$ cat config.mk
export PLATFORM = sky130hd
export DESIGN_NAME = addsub_cla_reg
export DESIGN_NICKNAME = d
export VERILOG_FILES = /design/src/rtl/addsub_cla_reg_pkg.sv /design/src/rtl/addsub_cla_reg_cla_group4.sv /design/src/rtl/addsub_cla_reg.sv
export SDC_FILE = /design/constraint.sdc
export NUM_CORES = 1
export LEC_CHECK = 0
export CORE_AREA = 3 3 40 42
export CTS_BUF_LIST = sky130_fd_sc_hd__clkbuf_16
export DETAILED_ROUTE_END_ITERATION = 7
export DIE_AREA = 0 0 43 45
export GPL_TIMING_DRIVEN = 0
export SLEW_MARGIN = 20
export SYNTH_ARGS = -nofsm -noshare
export SYNTH_HDL_FRONTEND = slang
export SYNTH_SLANG_ARGS = --single-unit
export TNS_END_PERCENT = 50
$ cat constraint.sdc
create_clock -name clk -period 0.8 [get_ports clk]
set_input_delay 0.12 -clock clk [delete_from_list [all_inputs] [get_ports clk]]
set_output_delay 0.12 -clock clk [all_outputs]
set_load 0.02 [all_outputs]
$ cat src/rtl/addsub_cla_reg_pkg.sv
// Lookahead group width shared by the adder top level and its 4-bit carry block.
package addsub_cla_reg_pkg;
  localparam int GROUP_W = 4;
endpackage

$ cat src/rtl/addsub_cla_reg_cla_group4.sv
// Lookahead block for one 4-bit group: internal carries, group generate and group propagate.
module cla_group4
  import addsub_cla_reg_pkg::*;
(
  input  logic [GROUP_W-1:0] i_g,
  input  logic [GROUP_W-1:0] i_p,
  input  logic               i_c,
  output logic [GROUP_W-1:1] o_c,
  output logic               o_g,
  output logic               o_p
);

  // Each carry is a flat sum of products of the carry-in, so no carry depends on another.
  assign o_c[1] = i_g[0] | (i_p[0] & i_c);
  assign o_c[2] = i_g[1] | (i_p[1] & i_g[0]) | (i_p[1] & i_p[0] & i_c);
  assign o_c[3] = i_g[2] | (i_p[2] & i_g[1]) | (i_p[2] & i_p[1] & i_g[0])
                | (i_p[2] & i_p[1] & i_p[0] & i_c);

  assign o_g = i_g[3] | (i_p[3] & i_g[2]) | (i_p[3] & i_p[2] & i_g[1])
             | (i_p[3] & i_p[2] & i_p[1] & i_g[0]);
  assign o_p = &i_p;

endmodule

$ cat src/rtl/addsub_cla_reg.sv
// Registered W-bit two's-complement adder/subtractor built from 4-bit lookahead groups
// with a second-level lookahead across groups; S, C and V are captured together each clock.
module addsub_cla_reg
  import addsub_cla_reg_pkg::*;
#(
  parameter int W = 4
) (
  input  logic         clk,
  input  logic         rst_n,
  input  logic [W-1:0] A,
  input  logic [W-1:0] B,
  input  logic         M,
  output logic [W-1:0] S,
  output logic         C,
  output logic         V
);

  localparam int NG = (W + GROUP_W - 1) / GROUP_W;
  localparam int PW = NG * GROUP_W;

  logic [W-1:0]  w_bx;
  logic [W-1:0]  w_g;
  logic [W-1:0]  w_p;
  logic [PW-1:0] w_g_pad;
  logic [PW-1:0] w_p_pad;
  logic [NG-1:0] w_grp_g;
  logic [NG-1:0] w_grp_p;
  logic [NG:0]   w_gc;
  logic [W:0]    w_c;
  logic [W-1:0]  w_s;
  logic          w_cout;
  logic          w_ovf;

  logic [W-1:0]  r_s;
  logic          r_c;
  logic          r_v;

  // Subtraction is A + ~B + 1: invert B under M and feed M in as carry-in.
  assign w_bx = B ^ {W{M}};
  assign w_g  = A & w_bx;
  assign w_p  = A ^ w_bx;

  // Bits of a partial top group are padded with g = p = 0.
  assign w_g_pad = PW'(w_g);
  assign w_p_pad = PW'(w_p);

  // Group carries are expanded into flat products so no group waits on the one below.
  always_comb begin
    logic w_acc;
    logic w_term;
    w_gc    = '0;
    w_acc   = 1'b0;
    w_term  = 1'b0;
    w_gc[0] = M;
    for (int k = 1; k <= NG; k++) begin
      w_acc = M;
      for (int l = 0; l < k; l++) w_acc = w_acc & w_grp_p[l];
      for (int j = 0; j < k; j++) begin
        w_term = w_grp_g[j];
        for (int l = j + 1; l < k; l++) w_term = w_term & w_grp_p[l];
        w_acc = w_acc | w_term;
      end
      w_gc[k] = w_acc;
    end
  end

  for (genvar gk = 0; gk < NG; gk++) begin : g_grp
    logic [GROUP_W-1:1] w_ci;

    cla_group4 u_grp (
      .i_g (w_g_pad[gk*GROUP_W +: GROUP_W]),
      .i_p (w_p_pad[gk*GROUP_W +: GROUP_W]),
      .i_c (w_gc[gk]),
      .o_c (w_ci),
      .o_g (w_grp_g[gk]),
      .o_p (w_grp_p[gk])
    );

    assign w_c[gk*GROUP_W] = w_gc[gk];
    for (genvar bi = 1; bi < GROUP_W; bi++) begin : g_bit
      if (gk*GROUP_W + bi <= W) begin : g_used
        assign w_c[gk*GROUP_W + bi] = w_ci[bi];
      end
    end
  end

  // With a partial top group, c_W is one of that group's internal carries instead.
  if (W % GROUP_W == 0) begin : g_full_top
    assign w_c[W] = w_gc[NG];
  end

  assign w_s    = w_p ^ w_c[W-1:0];
  assign w_cout = w_c[W];
  assign w_ovf  = w_c[W] ^ w_c[W-1];

  // NOTE: non-blocking assignments keep every flop sampling pre-edge values, so S, C and V
  // always come from the same operand set regardless of process ordering.
  always_ff @(posedge clk or negedge rst_n) begin
    if (!rst_n) begin
      r_s <= '0;
      r_c <= 1'b0;
      r_v <= 1'b0;
    end else begin
      r_s <= w_s;
      r_c <= w_cout;
      r_v <= w_ovf;
    end
  end

  assign S = r_s;
  assign C = r_c;
  assign V = r_v;

endmodule

==> results.ini <==
[place]
gp_congestion=0.680
port_buffers=15
dpl_cell_area_um2=536
half_perimeter_wire_length_after_detailed_placement_um=505

[cts]
clockBufferDepth=2
root_buffer_selected_by_cts=clkbuf_16
clk_pin_slew_ns=0.03
tritoncts_clock_tree=built
cts_max_level=1
cts-buffers-inserted=3
cts_hold_repair.buffers=0
clkSinkCount=6

[finish]
design.final.nets=71
postLayoutCellArea_um2=706
drive_gt1_frac=0.481
area_growth_syn_to_layout_pct=96.5
antenna-diode-count=0
fin_util=0.549

[timing]
report.final.slew_viol_count=0
grt_setup_unrepaired=true
worst_pin_slew_ns=0.232
finalHoldViolCount=0
clock.fmax_mhz=785
finalWorstPathRequiredPeriod_ns=1.27
setup-violations-final=12
slew_headroom=0.841
fin_crit_share=1.59
final.setup.tns_ns=-2.02
worst_slack_ns=-0.474

[logic_synthesis]
synth_seq_cells=6
netlist_instances=28
syn_avg_cell_area_um2=12.8
yosys_warnings=0
synth.cell_area_um2=359
library_cells_used_by_synthesis=13
synth_sequential_area_ratio=0.418
synth_nets=43

[setup_path]
critical_path_required_ns=0.90
path_max_fanout=2
worst_setup_path_endpoint=V$_DFF_PN0_
cp-startpoint=B[0]
startpoint_type=input port
timing.critical_path.arrival_ns=1.38
critPathCaptureType=flop
timing.setup.critical_path_class=in -> reg

[run]
drv_cap=0

[drt]
drt-initial-drc-count=0
dr_total_vias=290
detail_route.vias_per_cell=4.20
routed_wire_length_per_instance_um=10.9
remaining_design_rule_violation_count=0
drt_first_pass_iters=1
ant_nets=0
drt-total-wl_um=755

[global_route]
initial_antenna_violation_count=0
grt_util_all_layers=0.0956
total_global_routing_overflow=0
grt_first_pass_wirelength_um=1350
vias_in_the_first_global_route=343
grt_start_max_net_pins=7

[power_and_ir_drop]
power_density_over_cell_area_nw_per_um2=2520
cellLeakagePower_nw=0.342
peakVddDrop_uv=932
finalPower_mw=1.78

[die]
die_height_um=45
floorplan.initialDensity=0.279
io_pins=17
floorplan.rows=13
die-width_um=43
die_area_um2=1940
core_um2=1280

[min_path]
worstHoldPathType=in -> async

[status]
run_status=finished with violations
violations=setup timing

[worst max-delay path, cell delays in order]
cell and delay, ns:
buf_6 0.10, xor2_2 0.16, ha_1 0.29, a21o_1 0.22, a31oi_4 0.16, mux2_4 0.31
[how the worst min path moves through the flow]
stage	start	endpoint	slack, ns	cells past startpoint
after floorplan	rst_n	C$_DFF_PN0_	-0.18	0
after global placement	M	S[0]$_DFF_PN0_	0.34	2
after detailed placement	M	S[0]$_DFF_PN0_	0.34	2
after CTS	rst_n	S[1]$_DFF_PN0_	0.13	1
after global routing	rst_n	V$_DFF_PN0_	0.16	1
final	rst_n	S[1]$_DFF_PN0_	0.13	1
[cell type report]
type | count | area, µm²
inverters | 1 | 3.75
flip-flops and latches | 6 | 150
well taps | 15 | 18.8
plain buffers | 1 | 20.0
repair buffers | 23 | 194
multi-input cells | 20 | 244
clock buffers | 3 | 75.1
fillers | 113 | 579
[sequential cells by signal (all words and copies together), names as in the netlist]
signal / cells
C: 1
S: 4
V: 1
[layout by cell type (no fill, tap or decap)]
cell             n
dfrtp_1          6
buf_4            6
buf_6            5
buf_2            5
xor2_1           3
ha_1             3
clkbuf_16        3
clkdlybuf4s50_1  3
a21o_1           2
xnor2_1          2
clkdlybuf4s15_1  2
dlygate4sd2_1    2
buf_12           1
xor2_4           1
a21oi_1          1
mux2i_1          1
xnor2_2          1
inv_1            1
a31oi_4          1
o21bai_1         1
nor2_1           1
mux2_4           1
xor2_2           1
ha_4             1
[report_power, final]
group	switching (mW)	internal, mW	total [mW]
combinational	0.274	0.323	0.596
clock	0.146	0.639	0.785
sequential	0.0204	0.377	0.397
total	0.439	1.34	1.78
[repair_timing]
action,in CTS,in global routing
setup endpoints to repair,12,12
setup buffers,7,2
pin swaps,9,3
resized for setup,45,6
[Yosys cell counts]
cell	instances	share of area
xor2_1	5	0.12
nor2_1	1	0.010
inv_1	1	0.010
a21oi_1	1	0.014
o21bai_1	1	0.021
a31oi_4	1	0.059
buf_6	1	0.031
a21o_1	2	0.042
xnor2_1	3	0.073
dfrtp_1	6	0.42
ha_1	4	0.14
mux2i_1	1	0.028
mux2_1	1	0.031
[logic make-up after synthesis]
| group | after synthesis | share of synthesized area |
|---|---|---|
| multiplexers | 2 | 0.0592 |
| AO/OA/AOI/OAI | 5 | 0.136 |
| XOR/XNOR | 8 | 0.195 |
| buffers and inverters | 2 | 0.0418 |
| AND/OR/NAND/NOR | 1 | 0.0104 |
| adder cells (fa/ha/maj) | 4 | 0.139 |
| flip-flops | 6 | 0.418 |
[metrics by stage]
stage                     cells  setup WS (ns)  hold WS (ns)
after CTS                    68         -0.501         0.129
final                        69         -0.474         0.129
after global routing         69         -0.525         0.160
after floorplan              28         -0.721        -0.176
after detailed placement     58          -1.14         0.336
after global placement       58          -1.09         0.338
[per-layer routing]
layer	up-vias	global-route usage	wire (µm)
met5	-	0	0
met4	0	0.0542	0
met3	0	0.0478	84
met2	13	0.171	408
met1	131	0.0887	262
li1	146	-	-
(Power assumes the default switching activity.)
